<file path="config.mk">
export PLATFORM = sky130hd
export DESIGN_NAME = matmul_ctrl_flat
export DESIGN_NICKNAME = d
export VERILOG_FILES = /design/src/rtl/matmul_ctrl_if.sv /design/src/rtl/matmul_ctrl.sv /design/src/flat_wrapper.sv
export SDC_FILE = /design/constraint.sdc
export NUM_CORES = 1
export LEC_CHECK = 0
export ABC_AREA = 1
export CORE_MARGIN = 3
export CORE_UTILIZATION = 45
export CTS_BUF_LIST = sky130_fd_sc_hd__clkbuf_16
export DETAILED_ROUTE_END_ITERATION = 8
export PLACE_DENSITY = 0.69
export SYNTH_ARGS = -nofsm -noshare
export SYNTH_HDL_FRONTEND = slang
export SYNTH_SLANG_ARGS = --single-unit
</file>
<file path="constraint.sdc">
create_clock -name clk -period 12.05 [get_ports clk]
set_clock_uncertainty 0.2 [all_clocks]
set_input_delay 1.8075 -clock clk [delete_from_list [all_inputs] [get_ports clk]]
set_output_delay 1.8075 -clock clk [all_outputs]
set_load 0.05 [all_outputs]
</file>
<file path="src/rtl/matmul_ctrl_if.sv">
// Bus bundle between the matmul sequencer, its host loader and the A/B/C RAMs.
// slave = the sequencer; master = the host/RAM side that drives it.
interface matmul_ctrl_if #(
  parameter int DW = 8,
  parameter int AW = 6,
  parameter int OW = 19
);
  logic          start;
  logic          host_wr;
  logic          host_sel;
  logic [AW-1:0] host_addr;
  logic [DW-1:0] host_din;
  logic [DW-1:0] a_dout;
  logic [DW-1:0] b_dout;
  logic [AW-1:0] addr_a;
  logic [AW-1:0] addr_b;
  logic [DW-1:0] mdi_ab;
  logic          mwr_a;
  logic          mwr_b;
  logic [AW-1:0] addr_c;
  logic [OW-1:0] c_data;
  logic          c_wr;
  logic          busy;
  logic          done;

  modport slave (
    input  start, host_wr, host_sel, host_addr, host_din, a_dout, b_dout,
    output addr_a, addr_b, mdi_ab, mwr_a, mwr_b, addr_c, c_data, c_wr, busy, done
  );

  modport master (
    output start, host_wr, host_sel, host_addr, host_din, a_dout, b_dout,
    input  addr_a, addr_b, mdi_ab, mwr_a, mwr_b, addr_c, c_data, c_wr, busy, done
  );
endinterface

</file>
<file path="src/rtl/matmul_ctrl.sv">
// Sequencer for an NxN signed matrix multiply C = A x B over single-port RAMs.
// Owns RAM arbitration (host loads only while idle), address generation and the MAC.
module matmul_ctrl #(
  parameter int N  = 8,
  parameter int DW = 8,
  parameter int AW = 6,
  parameter int OW = 19
) (
  input  logic clk,
  input  logic rst_n,
  matmul_ctrl_if.slave bus
);

  localparam int CW = $clog2(N);
  localparam logic [CW-1:0] KMAX = CW'(N - 1);

  typedef enum logic [2:0] {
    S_IDLE,
    S_RUN,
    S_LAST,
    S_WRITE,
    S_DONE
  } state_e;

  state_e                state_q, state_d;
  logic [CW-1:0]         row_q, row_d;
  logic [CW-1:0]         col_q, col_d;
  logic [CW-1:0]         k_q, k_d;
  logic                  valid_q, valid_d;
  logic signed [OW-1:0]  acc_q, acc_d;
  logic signed [2*DW-1:0] prod;
  logic                  last_k;
  logic                  last_el;

  assign last_k  = (k_q == KMAX);
  assign last_el = (row_q == KMAX) && (col_q == KMAX);
  assign prod    = $signed(bus.a_dout) * $signed(bus.b_dout);

  // ---------------------------------------------------------------------------
  // FSM: state register
  always_ff @(posedge clk) begin
    if (!rst_n) state_q <= S_IDLE;
    else        state_q <= state_d;
  end

  // FSM: next state
  always_comb begin
    state_d = state_q;
    unique case (state_q)
      S_IDLE:  if (bus.start) state_d = S_RUN;
      S_RUN:   if (last_k) state_d = S_LAST;
      S_LAST:  state_d = S_WRITE;
      S_WRITE: state_d = last_el ? S_DONE : S_RUN;
      S_DONE:  state_d = S_IDLE;
      default: state_d = S_IDLE;
    endcase
  end

  // FSM: outputs and RAM port mux. Host owns the A/B ports outside compute;
  // during compute its writes are dropped rather than deferred.
  always_comb begin
    bus.busy   = 1'b0;
    bus.c_wr   = 1'b0;
    bus.done   = 1'b0;
    bus.addr_a = bus.host_addr;
    bus.addr_b = bus.host_addr;
    bus.mwr_a  = 1'b0;
    bus.mwr_b  = 1'b0;
    unique case (state_q)
      S_IDLE, S_DONE: begin
        bus.mwr_a = bus.host_wr & ~bus.host_sel;
        bus.mwr_b = bus.host_wr &  bus.host_sel;
        bus.done  = (state_q == S_DONE);
      end
      S_RUN, S_LAST, S_WRITE: begin
        bus.busy = 1'b1;
        // N is a power of two, so row*N+k is a plain concatenation
        bus.addr_a = {row_q, k_q};
        bus.addr_b = {k_q, col_q};
        bus.c_wr   = (state_q == S_WRITE);
      end
      default: ;
    endcase
  end

  assign bus.mdi_ab = bus.host_din;
  assign bus.addr_c = {row_q, col_q};
  assign bus.c_data = acc_q;

  // ---------------------------------------------------------------------------
  // Counters and MAC. valid trails RUN by one cycle to line up with RAM latency.
  always_comb begin
    row_d   = row_q;
    col_d   = col_q;
    k_d     = k_q;
    valid_d = (state_q == S_RUN);
    acc_d   = valid_q ? acc_q + {{(OW-2*DW){prod[2*DW-1]}}, prod} : acc_q;
    unique case (state_q)
      S_IDLE: begin
        if (bus.start) begin
          row_d = '0;
          col_d = '0;
          k_d   = '0;
          acc_d = '0;
        end
      end
      S_RUN: k_d = k_q + 1'b1;
      S_WRITE: begin
        k_d   = '0;
        acc_d = '0;
        col_d = col_q + 1'b1;
        if (col_q == KMAX) row_d = row_q + 1'b1;
      end
      default: ;
    endcase
  end

  always_ff @(posedge clk) begin
    if (!rst_n) begin
      row_q   <= '0;
      col_q   <= '0;
      k_q     <= '0;
      valid_q <= 1'b0;
      acc_q   <= '0;
    end else begin
      row_q   <= row_d;
      col_q   <= col_d;
      k_q     <= k_d;
      valid_q <= valid_d;
      acc_q   <= acc_d;
    end
  end

endmodule
</file>
<file path="src/flat_wrapper.sv">
// flat-port wrapper written by rule: the top's interface ports become plain ports
module matmul_ctrl_flat 
#(
  parameter int N  = 8,
  parameter int DW = 8,
  parameter int AW = 6,
  parameter int OW = 19
)
  (clk, rst_n, bus_start, bus_host_wr, bus_host_sel, bus_host_addr, bus_host_din, bus_a_dout, bus_b_dout, bus_addr_a, bus_addr_b, bus_mdi_ab, bus_mwr_a, bus_mwr_b, bus_addr_c, bus_c_data, bus_c_wr, bus_busy, bus_done);
  matmul_ctrl_if #(.DW(DW), .AW(AW), .OW(OW)) bus_i ();
  input  logic clk;
  input  logic rst_n;
  input wire logic [$bits(bus_i.start)-1:0] bus_start;
  input wire logic [$bits(bus_i.host_wr)-1:0] bus_host_wr;
  input wire logic [$bits(bus_i.host_sel)-1:0] bus_host_sel;
  input wire logic [$bits(bus_i.host_addr)-1:0] bus_host_addr;
  input wire logic [$bits(bus_i.host_din)-1:0] bus_host_din;
  input wire logic [$bits(bus_i.a_dout)-1:0] bus_a_dout;
  input wire logic [$bits(bus_i.b_dout)-1:0] bus_b_dout;
  output wire logic [$bits(bus_i.addr_a)-1:0] bus_addr_a;
  output wire logic [$bits(bus_i.addr_b)-1:0] bus_addr_b;
  output wire logic [$bits(bus_i.mdi_ab)-1:0] bus_mdi_ab;
  output wire logic [$bits(bus_i.mwr_a)-1:0] bus_mwr_a;
  output wire logic [$bits(bus_i.mwr_b)-1:0] bus_mwr_b;
  output wire logic [$bits(bus_i.addr_c)-1:0] bus_addr_c;
  output wire logic [$bits(bus_i.c_data)-1:0] bus_c_data;
  output wire logic [$bits(bus_i.c_wr)-1:0] bus_c_wr;
  output wire logic [$bits(bus_i.busy)-1:0] bus_busy;
  output wire logic [$bits(bus_i.done)-1:0] bus_done;
  assign bus_i.start = bus_start;
  assign bus_i.host_wr = bus_host_wr;
  assign bus_i.host_sel = bus_host_sel;
  assign bus_i.host_addr = bus_host_addr;
  assign bus_i.host_din = bus_host_din;
  assign bus_i.a_dout = bus_a_dout;
  assign bus_i.b_dout = bus_b_dout;
  assign bus_addr_a = bus_i.addr_a;
  assign bus_addr_b = bus_i.addr_b;
  assign bus_mdi_ab = bus_i.mdi_ab;
  assign bus_mwr_a = bus_i.mwr_a;
  assign bus_mwr_b = bus_i.mwr_b;
  assign bus_addr_c = bus_i.addr_c;
  assign bus_c_data = bus_i.c_data;
  assign bus_c_wr = bus_i.c_wr;
  assign bus_busy = bus_i.busy;
  assign bus_done = bus_i.done;
  matmul_ctrl #(.N(N), .DW(DW), .AW(AW), .OW(OW)) u_core (.clk(clk), .rst_n(rst_n), .bus(bus_i));
endmodule
</file>
Word-level counts from Yosys, hierarchy flattened
Index checks and enable logic that the tools add are counted.
{ "word_totals": {"register_bits": 32, "output_inout_bits": 50} }
{ "classes": {"n_addsub": 4, "multipliers": 1, "eq_ne": 10, "n_mux": 19, "n_bitwise": 3, "n_reduce_logical": 10} }
{ "ops": {"columns": ["op", "count"], "rows": [
  ["2-to-1 mux 19 bit", 2],
  ["one-hot mux 19 bit (2 select lines)", 1],
  ["adder 19 bit", 1],
  ["multiplier 8 x 8 -> 16 bit", 1],
  ["2-to-1 mux 3 bit", 5],
  ["equality test 3 bit, second input constant", 4],
  ["2-to-1 mux 6 bit", 2],
  ["one-hot mux 3 bit (2 select lines)", 2],
  ["one-hot mux 3 bit (4 select lines)", 1],
  ["adder 3 x 1 -> 3 bit, second input constant", 3],
  ["one-hot mux 3 bit (3 select lines)", 1],
  ["equality test 3 x 2 -> 1 bit, second input constant", 2],
  ["AND reduction 2 bit", 3],
  ["2-to-1 mux 1 bit", 5],
  ["!= test 2 bit, second input constant", 2],
  ["equality test 3 x 1 -> 1 bit, second input constant", 1],
  ["logical NOT 3 bit", 1],
  ["AND reduction 3 bit", 1],
  ["nonzero test 3 bit", 1],
  ["OR reduction 3 bit", 1],
  ["bitwise AND 1 bit", 2],
  ["!= test 2 x 1 -> 1 bit, second input constant", 1],
  ["nonzero test 2 bit", 1],
  ["OR reduction 2 bit", 1],
  ["2 further kinds", 2]
]} }

Logic depth before layout (Yosys ltp)
{ "depth": {"word_depth": 5, "mapped_depth": 35, "depth_no_buf": 34} }

Worst setup path after synthesis
Ideal clock, no wire load.
{ "synth_timing": {"path_kind": "input-to-reg", "from": "input bus_a_dout[0]", "to": "register u_core.acc_q[18] (netlist: u_core.bus.c_data[18])", "arrival_time_ns": 6.697, "required_time_ns": 11.740, "slack_ns": 5.043, "path_stages": 30, "n_path_buf": 1, "cell_sequence": "clkbuf_1 > or2_2 > fa_1 > fa_1 > inv_1 > fa_1 > inv_1 > fa_1 > inv_1 > ha_1 > a21oi_1 > nand2_1 > nand4_1 > nand3_1 > nand2_1 > nand2_1 > a21oi_1 > xnor2_1 > ha_1 > nand2_1 > inv_1 > nand3_1 > nor2_1 > nand3b_1 > nand3_1 > nand3_1 > nand3_1 > nand2_1 > inv_1 > nor2_1"} }
{ "synth_between": {"elab_chain_len": 5} }
{ "synth_lines": {"columns": ["item", "line_no", "source"], "rows": [
  ["start, declared", "flat_wrapper.sv:18", "input wire logic [$bits(bus_i.a_dout)-1:0] bus_a_dout;"],
  ["multiplier 8 x 8 -> 16 bit (*)", "matmul_ctrl.sv:37", "assign prod = $signed(bus.a_dout) * $signed(bus.b_dout);"],
  ["adder 19 bit (*)", "matmul_ctrl.sv:97", "acc_d = valid_q ? acc_q + {{(OW-2*DW){prod[2*DW-1]}}, prod} : acc_q;"],
  ["2-to-1 mux 19 bit (*)", "matmul_ctrl.sv:97", null],
  ["2-to-1 mux 19 bit", "matmul_ctrl.sv:100", "if (bus.start) begin"],
  ["one-hot mux 19 bit (2 select lines) (*)", "matmul_ctrl.sv:98", "unique case (state_q)"],
  ["end signal, assigned", "matmul_ctrl.sv:124", "acc_q <= '0;"],
  ["end signal, assigned", "matmul_ctrl.sv:130", "acc_q <= acc_d;"],
  ["end, declared", "matmul_ctrl.sv:30", "logic signed [OW-1:0] acc_q, acc_d;"]
]} }
Mark *: on every way between the ends. The rest lies on a longest branch, timed or not.
A chain may end at the register's enable or synchronous reset.

Worst setup path after layout
{ "layout_timing": {"from": "input bus_b_dout[7]", "to": "register u_core.acc_q[18] (netlist: u_core.bus.c_data[18])"} }
{ "layout_between": {"elab_chain_len": 5} }
{ "layout_lines": {"columns": ["item", "line_no", "source"], "rows": [
  ["start, declared", "flat_wrapper.sv:19", "input wire logic [$bits(bus_i.b_dout)-1:0] bus_b_dout;"],
  ["multiplier 8 x 8 -> 16 bit (*)", "matmul_ctrl.sv:37", null],
  ["adder 19 bit (*)", "matmul_ctrl.sv:97", null],
  ["2-to-1 mux 19 bit (*)", "matmul_ctrl.sv:97", null],
  ["2-to-1 mux 19 bit", "matmul_ctrl.sv:100", null],
  ["one-hot mux 19 bit (2 select lines) (*)", "matmul_ctrl.sv:98", null]
]} }
Marked as above.

==> out/qor.yml <==
outcome:
  outcome: "completed"
yosys:
  yosysSeqAreaShare_pct: 11.9
  synthesis.nets: 957
  synth_flop_cell: "dfxtp_1"
  synthArstFlopShare_pct: 0
  syn_area_per_cell_um2: 6.65
  synth.distinct_cells: 41
  synthCells: 812
  ys_warn_count: 0
  synth_area_um2: 5400
  ys_seq_elements: 32
  synth-edff-count: 0
worst_hold_path:
  whs_endpoint: "u_core.k_q[1]$_SDFFE_PN0P_"
  worstHoldStart: "u_core.k_q[1]$_SDFFE_PN0P_"
  min_path_cells: 2
  hold_path_class: "reg2reg"
sta:
  relSlewSlack_pct: 63.0
  worst_slew_pin_slew_ns: 0.554
  fin_crit_ns: 7.62
  maxClockFrequency_ghz: 0.131
  final.setup.tns_ns: 0
  finalHoldViolations: 0
  finalMaxSlewViolations: 0
  fin_crit_sh_pct: 63.2
  setup_violations: 0
  rsz0062_at_grt: "false"
drt:
  routed_wl_mm: 11.5
  wl_per_cell_um: 11.4
  vias: 4747
  final_antenna_net_count: 0
  initialDrtViolationCount: 270
  drt-pass1-iter-count: 5
  route.detailed.drc: 0
  via_per_inst: 4.74
layout:
  multiInputGateArea_um2: 3770
  layout.area.seq_um2: 641
  fillers: 1129
  design_area_um2: 6280
  area_growth_pct: 16.3
  fin_nets: 1003
  drive_gt1_share_pct: 3.96
  antenna_cells: 0
placement:
  dp_hpwl_mm: 9.72
  globalplace.congestion: 0.866
  portBuffers: 68
  post_dp_cell_area_um2: 6110
critical_path:
  crit_arrival_ns: 7.64
  crit_buf_inv: 8
  reg2reg_slack_ns: 9.68
  reg2reg_depth: 11
  worstReg2RegEnd: "u_core.bus.c_data[16]$_SDFF_PN0_"
  worst-endpoint-required_ns: 12.07
  setup.worst_path.end_class: "flop"
  critical_path.top_delay_family: "adder cells"
  slowest_delay_ns: 0.54
  worst-path-max-fanout: 8
  crit_path_start_kind: "input pin"
  crit_top_cell: "inv_1"
  r2r_start: "u_core.bus.c_data[0]$_SDFF_PN0_"
  critPathSlowestCell: "fa_1"
  worstSetupPathType: "in2reg"
die:
  row_count: 39
  die_h_um: 116
  ios: 85
  coreArea_um2: 11600
  initial_core_util_pct: 46.7
  dieArea_um2: 13300
  dieWidth_um: 116
pwr:
  power.leakage_nw: 3.58
  total_power_mw: 1.32
  ir_worst_vdd_uv: 170
  power.density_nw_per_um2: 210
cts:
  numCtsBuffers: 5
  cts_root_buf: "clkbuf_16"
  htree_levels: 2
  cts_setup_buffers: 0
  cts_tree: "done"
  postCtsResizedCells: 0
  cts_num_sinks: 32
  clk_latency_ns: 0.28
  clockBufferDepth: 2
  clk_pin_slew_ns: 0.05
  ctsHoldBuffers: 0
global_route:
  first_global_vias: 4432
  grt_pass1_wl_mm: 20.0
  grt_use_total_pct: 18.1
  grt_antenna_before_repair: 0
  grt.overflow.total: 0
  grt_max_degree: 36
run:
  cap_violations: 0
[how the worst max path moves through the flow]
stage                     depth (start not counted)           from                                to  slack [ns]
after CTS                                        33  bus_b_dout[2]  u_core.bus.c_data[18]$_SDFF_PN0_        4.46
after floorplan                                  30  bus_a_dout[0]  u_core.bus.c_data[18]$_SDFF_PN0_        5.04
after global placement                           27  bus_a_dout[7]  u_core.bus.c_data[17]$_SDFF_PN0_        4.29
after detailed placement                         32  bus_b_dout[7]  u_core.bus.c_data[18]$_SDFF_PN0_        4.21
after global routing                             32  bus_b_dout[7]  u_core.bus.c_data[18]$_SDFF_PN0_        3.97
final                                            32  bus_b_dout[7]  u_core.bus.c_data[18]$_SDFF_PN0_        4.43
[layer usage]
metal	share of wire [%]	wire length [um]	GRT usage, %	vias to the layer above
met2	46	5210	28.7	71
li1	-	-	-	2508
met5	0	0	0	-
met3	2.8	322	2.19	9
met4	1.0	115	3.44	0
met1	51	5800	26.7	2159
[flip-flops by register name, summed over array words and instances, names as in the netlist]
name and cells:
u_core.state_q 3, u_core.col_q 3, u_core.row_q 3, u_core.valid_q 1, u_core.k_q 3, u_core.bus.c_data 19
[final cells by class]
type	instances	area share [%]
multi-input combinational	528	60.0
timing repair buffer	69	11.0
tap	143	2.85
clock inverter	3	0.618
clock buffer	5	1.99
sequential	32	10.2
inverter	222	13.4
[worst register-to-register path: cells and delay by family, from the launching register on]
family / cells / cell delay (ns)
buf+inv: 3 / 0.31
compound gates: 2 / 0.41
fa+ha+maj: 2 / 0.66
flops: 1 / 0.35
simple gates: 4 / 0.34
[cells by family (layout without fill, tap and decap cells)]
| family | after synthesis | count (layout) | synth area share, % |
|---|---|---|---|
| buf+inv | 252 | 299 | 18.3 |
| fa+ha+maj | 110 | 110 | 33.3 |
| compound gates | 84 | 84 | 8.99 |
| simple gates | 322 | 322 | 25.6 |
| xor+xnor | 12 | 12 | 1.95 |
| flops | 32 | 32 | 11.9 |
[through the flow]
stage | cells | hold slack (ns) | setup WS [ns] | util (%)
2_1_floorplan | 812 | 0.256 | 5.04 | -
3_3_place_gp | 994 | 0.276 | 4.29 | 52.9
3_5_place_dp | 994 | 0.284 | 4.21 | 52.9
4_1_cts | 1002 | 0.290 | 4.46 | 54.3
5_1_grt | 1002 | 0.319 | 3.97 | 54.3
6_report | 1002 | 0.289 | 4.43 | 54.3
[cells in the final DEF (no fill, tap or decap), drive strengths merged, types with 7 or more instances in the layout]
master,count
ha,54
inv,222
dfxtp,32
a21oi,33
nand3,40
clkdlybuf4s50,68
fa,56
o21ai,29
nand2,197
xor2,7
nor2,63
[where the power goes]
group	total [mW]	internal, mW	switching [mW]	leakage, nW
Combinational	1.06	0.384	0.674	3.23
Clock	0.144	0.0963	0.0474	0.0850
Sequential	0.119	0.113	0.00619	0.260
[synth_stat cells, types with 6 or more instances]
cell type    n  area share, %
nand3_1     40            3.7
clkbuf_1    20            1.4
nor2_1      52            3.6
fa_1        56             21
dfxtp_1     32             12
buf_4        8            1.1
ha_1        54             13
nor2_2       7           0.81
nand2_1    196             14
inv_1      216             15
o21ai_0     27            2.5
nand4_1      6           0.70
a21oi_1     33            3.1
xor2_1       7            1.1
Power figures use the tool's default switching activity.
